[src/rtl/ckong_nvram_upload_if.sv]
// HPS ioctl upload-direction signals plus the work-RAM read port of the Crazy Kong core.
// The slave side is the responder; the master side is the HPS/RAM environment.
interface ckong_nvram_upload_if #(
    parameter int ADDR_W = 11
);
    logic              ioctl_upload;
    logic              ioctl_rd;
    logic [24:0]       ioctl_addr;
    logic [7:0]        ioctl_din;
    logic              ioctl_wait;
    logic              ram_req;
    logic [ADDR_W-1:0] ram_addr;
    logic              ram_ack;
    logic [7:0]        ram_dout;

    modport slave (
        input  ioctl_upload, ioctl_rd, ioctl_addr, ram_ack, ram_dout,
        output ioctl_din, ioctl_wait, ram_req, ram_addr
    );

    modport master (
        output ioctl_upload, ioctl_rd, ioctl_addr, ram_ack, ram_dout,
        input  ioctl_din, ioctl_wait, ram_req, ram_addr
    );
endinterface

[src/rtl/ckong_nvram_upload.sv]
// Serves work-RAM bytes to the HPS on ioctl_rd; >=3 clocks strobe-to-data (1 for out of range).
// Stalls the HPS with ioctl_wait until vblank (or timeout) and the RAM grant; all outputs registered.
module ckong_nvram_upload #(
    parameter int                ADDR_W  = 11,
    parameter int                DEPTH   = 256,
    parameter logic [ADDR_W-1:0] BASE    = '0,
    parameter logic [19:0]       TIMEOUT = 20'd800000
) (
    input  logic                clk_sys,
    input  logic                reset_n,
    ckong_nvram_upload_if.slave bus,
    input  logic                vblank,
    output logic [15:0]         byte_count,
    output logic                timeout_flag
);
    typedef enum logic [1:0] {S_IDLE, S_WAIT_VBL, S_REQ, S_DONE} state_t;

    state_t            r_state;
    state_t            w_next;
    logic              r_upload_d;
    logic [19:0]       r_tmo_cnt;
    logic [ADDR_W-1:0] r_ram_addr;
    logic [7:0]        r_din;
    logic              r_wait;
    logic              r_req;
    logic [15:0]       r_byte_count;
    logic              r_timeout_flag;

    logic              w_in_range;
    logic              w_tmo_hit;
    logic              w_upload_rise;
    logic              w_latch;
    logic              w_capture;
    logic              w_load_ff;
    logic              w_tmo_set;
    logic [15:0]       w_cnt_base;
    logic [15:0]       w_cnt_next;

    assign w_in_range    = bus.ioctl_addr < 25'(DEPTH);
    assign w_tmo_hit     = (r_tmo_cnt == TIMEOUT - 20'd1);
    assign w_upload_rise = bus.ioctl_upload & ~r_upload_d;

    always_comb begin
        w_next    = r_state;
        w_latch   = 1'b0;
        w_capture = 1'b0;
        w_load_ff = 1'b0;
        w_tmo_set = 1'b0;
        if (r_state != S_IDLE && !bus.ioctl_upload) begin
            w_next = S_IDLE;
        end else begin
            case (r_state)
                S_IDLE: begin
                    if (bus.ioctl_rd && bus.ioctl_upload) begin
                        if (w_in_range) begin
                            w_next  = S_WAIT_VBL;
                            w_latch = 1'b1;
                        end else begin
                            w_next    = S_DONE;
                            w_load_ff = 1'b1;
                        end
                    end
                end
                S_WAIT_VBL: begin
                    // vblank wins when it coincides with the timeout, so the flag only marks true forcing
                    if (vblank) begin
                        w_next = S_REQ;
                    end else if (w_tmo_hit) begin
                        w_next    = S_REQ;
                        w_tmo_set = 1'b1;
                    end
                end
                S_REQ: begin
                    if (bus.ram_ack) begin
                        w_next    = S_DONE;
                        w_capture = 1'b1;
                    end
                end
                default: w_next = S_IDLE;
            endcase
        end
    end

    // A read completing on the same edge as a session start counts into the new session
    always_comb begin
        w_cnt_base = w_upload_rise ? 16'd0 : r_byte_count;
        w_cnt_next = w_cnt_base;
        if ((w_capture || w_load_ff) && w_cnt_base != 16'hFFFF) begin
            w_cnt_next = w_cnt_base + 16'd1;
        end
    end

    always_ff @(posedge clk_sys or negedge reset_n) begin
        if (!reset_n) begin
            r_state        <= S_IDLE;
            r_upload_d     <= 1'b0;
            r_tmo_cnt      <= '0;
            r_ram_addr     <= '0;
            r_din          <= '0;
            r_wait         <= 1'b0;
            r_req          <= 1'b0;
            r_byte_count   <= '0;
            r_timeout_flag <= 1'b0;
        end else begin
            r_state        <= w_next;
            r_upload_d     <= bus.ioctl_upload;
            r_wait         <= (w_next == S_WAIT_VBL) || (w_next == S_REQ);
            r_req          <= (w_next == S_REQ);
            r_byte_count   <= w_cnt_next;
            r_timeout_flag <= w_tmo_set | (r_timeout_flag & ~w_upload_rise);
            if (r_state != S_WAIT_VBL) begin
                r_tmo_cnt <= '0;
            end else if (!w_tmo_hit) begin
                r_tmo_cnt <= r_tmo_cnt + 20'd1;
            end
            if (w_latch) begin
                r_ram_addr <= BASE + bus.ioctl_addr[ADDR_W-1:0];
            end
            if (w_capture) begin
                r_din <= bus.ram_dout;
            end else if (w_load_ff) begin
                r_din <= 8'hFF;
            end
        end
    end

    assign bus.ioctl_din  = r_din;
    assign bus.ioctl_wait = r_wait;
    assign bus.ram_req    = r_req;
    assign bus.ram_addr   = r_ram_addr;
    assign byte_count     = r_byte_count;
    assign timeout_flag   = r_timeout_flag;
endmodule

[src/flat_wrapper.sv]
// flat-port wrapper written by rule: the top's interface ports become plain ports
module ckong_nvram_upload_flat 
#(
    parameter int                ADDR_W  = 11,
    parameter int                DEPTH   = 256,
    parameter logic [ADDR_W-1:0] BASE    = '0,
    parameter logic [19:0]       TIMEOUT = 20'd800000
)
  (clk_sys, reset_n, vblank, byte_count, timeout_flag, bus_ioctl_upload, bus_ioctl_rd, bus_ioctl_addr, bus_ram_ack, bus_ram_dout, bus_ioctl_din, bus_ioctl_wait, bus_ram_req, bus_ram_addr);
  ckong_nvram_upload_if #(.ADDR_W(ADDR_W)) bus_i ();
  input  logic clk_sys;
  input  logic reset_n;
  input  logic vblank;
  output logic [15:0] byte_count;
  output logic timeout_flag;
  input wire logic [$bits(bus_i.ioctl_upload)-1:0] bus_ioctl_upload;
  input wire logic [$bits(bus_i.ioctl_rd)-1:0] bus_ioctl_rd;
  input wire logic [$bits(bus_i.ioctl_addr)-1:0] bus_ioctl_addr;
  input wire logic [$bits(bus_i.ram_ack)-1:0] bus_ram_ack;
  input wire logic [$bits(bus_i.ram_dout)-1:0] bus_ram_dout;
  output wire logic [$bits(bus_i.ioctl_din)-1:0] bus_ioctl_din;
  output wire logic [$bits(bus_i.ioctl_wait)-1:0] bus_ioctl_wait;
  output wire logic [$bits(bus_i.ram_req)-1:0] bus_ram_req;
  output wire logic [$bits(bus_i.ram_addr)-1:0] bus_ram_addr;
  assign bus_i.ioctl_upload = bus_ioctl_upload;
  assign bus_i.ioctl_rd = bus_ioctl_rd;
  assign bus_i.ioctl_addr = bus_ioctl_addr;
  assign bus_i.ram_ack = bus_ram_ack;
  assign bus_i.ram_dout = bus_ram_dout;
  assign bus_ioctl_din = bus_i.ioctl_din;
  assign bus_ioctl_wait = bus_i.ioctl_wait;
  assign bus_ram_req = bus_i.ram_req;
  assign bus_ram_addr = bus_i.ram_addr;
  ckong_nvram_upload #(.ADDR_W(ADDR_W), .DEPTH(DEPTH), .BASE(BASE), .TIMEOUT(TIMEOUT)) u_core (.clk_sys(clk_sys), .reset_n(reset_n), .bus(bus_i), .vblank(vblank), .byte_count(byte_count), .timeout_flag(timeout_flag));
endmodule
[config.mk]
export PLATFORM = sky130hd
export DESIGN_NAME = ckong_nvram_upload_flat
export DESIGN_NICKNAME = d
export VERILOG_FILES = /design/src/rtl/ckong_nvram_upload_if.sv /design/src/rtl/ckong_nvram_upload.sv /design/src/flat_wrapper.sv
export SDC_FILE = /design/constraint.sdc
export NUM_CORES = 1
export LEC_CHECK = 0
export BUFFER_PORTS_ARGS = -buffer_cell sky130_fd_sc_hd__buf_4
export CAP_MARGIN = 0
export CORE_ASPECT_RATIO = 1.25
export CORE_MARGIN = 1.5
export CORE_UTILIZATION = 47
export CTS_CLUSTER_SIZE = 24
export DETAILED_ROUTE_END_ITERATION = 10
export GPL_TIMING_DRIVEN = 0
export PLACE_DENSITY = 0.75
export SLEW_MARGIN = 10
export SYNTH_ARGS = -nofsm -noshare
export SYNTH_HDL_FRONTEND = slang
export SYNTH_SLANG_ARGS = --single-unit
[constraint.sdc]
create_clock -name clk_sys -period 1.8 [get_ports clk_sys]
set_input_delay 0.18 -clock clk_sys [delete_from_list [all_inputs] [get_ports clk_sys]]
set_output_delay 0.18 -clock clk_sys [all_outputs]
set_load 0.02 [all_outputs]
==> out/results.ini <==
[yosys]
syn_nets=318
syn_area_mm2=0.00292
synth-edff-count=0
synth_ff_type=dfrtp_1
async_flop_share_pct=100
synthTopCellsByCount=dfrtp_1, nand2_1, nor2_1
ys_warn_count=0
post-synth-top-count-cell=dfrtp_1
synthDistinctLibCells=44
yosys.area.top_type=dfrtp_1
avgSynthCellArea_um2=10.6
ys_seq_area_share_pct=52.2
synthTopCellsByArea=dfrtp_1, xor2_1, nand2_1
postSynthCellCount=276
yosysTopAreaCellShare_pct=52.2
ys_ff_latch=61

[timing]
fin_ws_ns=-0.0904
worst_pin_slew_ns=0.761
skew_ns=0.00767
slew_headroom_pct=49.3
hold_violations=0
period_needed_ns=1.89
rsz0062_at_grt=true
setup_viol=12
finalCritPeriodShare_pct=105
max_freq_mhz=529
slew_viol_final=0

[power]
p_switching_uw=876
swShare_pct=27.0
power_frac_comb_pct=17.2
p_leak_nw=1.93
clkPwrFrac_pct=37.0
ir_drop_mv=0.541
p_int_mw=2.37
power.density_mw_per_mm2=780
p_seq_share_pct=45.9
finalPower_mw=3.25

[run]
maxCapViolations=0

[worst_setup_path]
r2r-start=u_core.r_tmo_cnt[1]
end_kind=register
startpoint_type=register
crit_arrival_ns=2.17
path_class=reg2reg
critPathMaxFanout=2
worstPathRequired_ns=2.08
startpoint=u_core.r_tmo_cnt[1]

[status]
status=finished, violations left
violations=negative setup slack

[route]
drc=0
vias=2501
drt_iter0_drc=104
post_drt_wl_per_cell_um=15.2
via_per_inst=5.31
drt_pass1_iterations=4
ant_nets=0
wl_um=7160

[clocking]
cts_tree=yes
numCtsBuffers=9
htreeDepth=3
path_clk_slew_ns=0.07
clock_path_buffers=2
cts.sinks=61
clk_latency_ns=0.34
root_buffer=clkbuf_8

[placement]
finalWeightedCongestion=0.820
dpl.hpwl_um=4560
io_buffers=76
dp_cells=434

[cells_and_area]
fill_cells=426
area_growth_pct=42.5
finalNonFillerCells=471
antenna_cells=0
nets=426
layout-drive-gt1-share_pct=42.7
utilization_pct=70.6

[floorplan]
dieArea_mm2=0.00670
io_pins=77
start_util_pct=49.6
rows=31
die_h_um=91.2
dieWidth_um=73.5
coreArea_mm2=0.00590

[global_route]
grt_usage_pct=22.1
grt_pass1_wl_um=11400
grt_overflow=0
grt_max_degree=62
first_global_vias=2465
antenna_found_initial=0

[worst_hold_path]
worstHoldStart=bus_ioctl_upload
min_path_type=in2reg

==> layout by cell type (no fill, tap or decap), types with 4 or more instances in the layout <==
master / instances
nand4_1: 8
o22a_1: 8
nor3_1: 5
nor2_1: 29
clkbuf_1: 4
nand3_1: 8
nor2b_1: 4
nand2_1: 28
dfrtp_1: 61
mux2_2: 8
xnor2_1: 10
o21ai_0: 4
clkbuf_8: 10
buf_4: 92
buf_6: 6
xor2_1: 13
mux2i_1: 4
clkinv_2: 4
inv_1: 5
and3_1: 6
nand3_2: 6
==> logic make-up after synthesis <==
group	count (synthesis)	share of synthesized area, %
AOI/OAI and AO/OA	33	8.95
xor gates and xnor gates	24	7.19
adders and majority gates	3	1.28
buffers and inverters	14	2.40
DFF	61	52.2
muxes	12	4.45
and+or+nand+nor	129	23.5
==> layer usage <==
layer | vias up | global-route usage, % | routed length, µm
met3 | 24 | 7.77 | 308
met1 | 1221 | 25.6 | 2930
li1 | 1189 | - | -
met4 | 0 | 9.57 | 210
met2 | 67 | 36.2 | 3710
met5 | - | 0 | 0
==> state kept, by name (all words and copies together) (netlist names) <==
signal                 cells
u_core.timeout_flag        1
u_core.bus.ram_req         1
u_core.r_tmo_cnt          20
u_core.r_upload_d          1
u_core.bus.ram_addr       11
u_core.bus.ioctl_din       8
u_core.r_state             2
u_core.bus.ioctl_wait      1
u_core.byte_count         16
==> through the flow <==
step           area [µm²]  setup TNS, ns  worst slack, ns  hold slack (ns)
2_1_floorplan        2960        -0.0117          -0.0117           -0.116
3_3_place_gp         3630          -1.66           -0.186            0.299
3_5_place_dp         3630          -2.11           -0.208            0.299
4_1_cts              4030         -0.658           -0.140           0.0122
5_1_grt              4170          -1.99           -0.189           0.0244
6_report             4170         -0.550          -0.0904           0.0386
==> final timing paths <==
check	endpoint	slack, ns	depth (start not counted)
worst max-delay path	u_core.bus.ioctl_wait	-0.09	10
worst min-delay path	u_core.r_upload_d	0.04	1
worst max register to register	u_core.bus.ioctl_wait	-0.09	10
worst min register to register	u_core.bus.ioctl_din[3]	0.49	1
max in group asynchronous	u_core.r_tmo_cnt[4]	0.84	2
min in group asynchronous	u_core.bus.ioctl_din[0]	0.46	2
==> final cells by class <==
class / count / area, µm² / area share [%]
tap: 82 / 103 / 2.46
clock buffer: 11 / 141 / 3.39
sequential: 61 / 1530 / 36.6
inverter: 6 / 22.5 / 0.541
timing repair buffer: 96 / 747 / 17.9
multi-input combinational: 202 / 1520 / 36.4
buffer: 8 / 57.6 / 1.38
clock inverter: 5 / 50.0 / 1.20
==> worst max-delay path: stages, from the launching register on <==
cell      delay (ns)
dfrtp_1         0.36
ha_2            0.19
and2_4          0.14
and4_4          0.20
nand4_1         0.12
buf_6           0.15
nand3b_1        0.07
nand2_1         0.06
a211oi_2        0.19
ha_1            0.27
inv_1           0.07
==> repair_timing <==
item / CTS / global route
pin swaps: 13 / 18
hold buffers: 1 / 0
setup buffers: 12 / 7
cloned: 1 / 0
gates resized for setup: 14 / 21
endpoints found under the setup margin: 13 / 27
hold endpoints to repair: 61 / 0
==> power groups by stage <==
stage | sequential [mW] | combinational [mW] | clock [mW]
3_5_place_dp | 1.51 | 0.476 | 0
6_report | 1.49 | 0.557 | 1.20
3_3_place_gp | 1.51 | 0.467 | 0
4_1_cts | 1.49 | 0.533 | 1.22
2_1_floorplan | 1.58 | 0.170 | 0
5_1_grt | 1.49 | 0.605 | 1.29
Power figures use the tool's default switching activity.
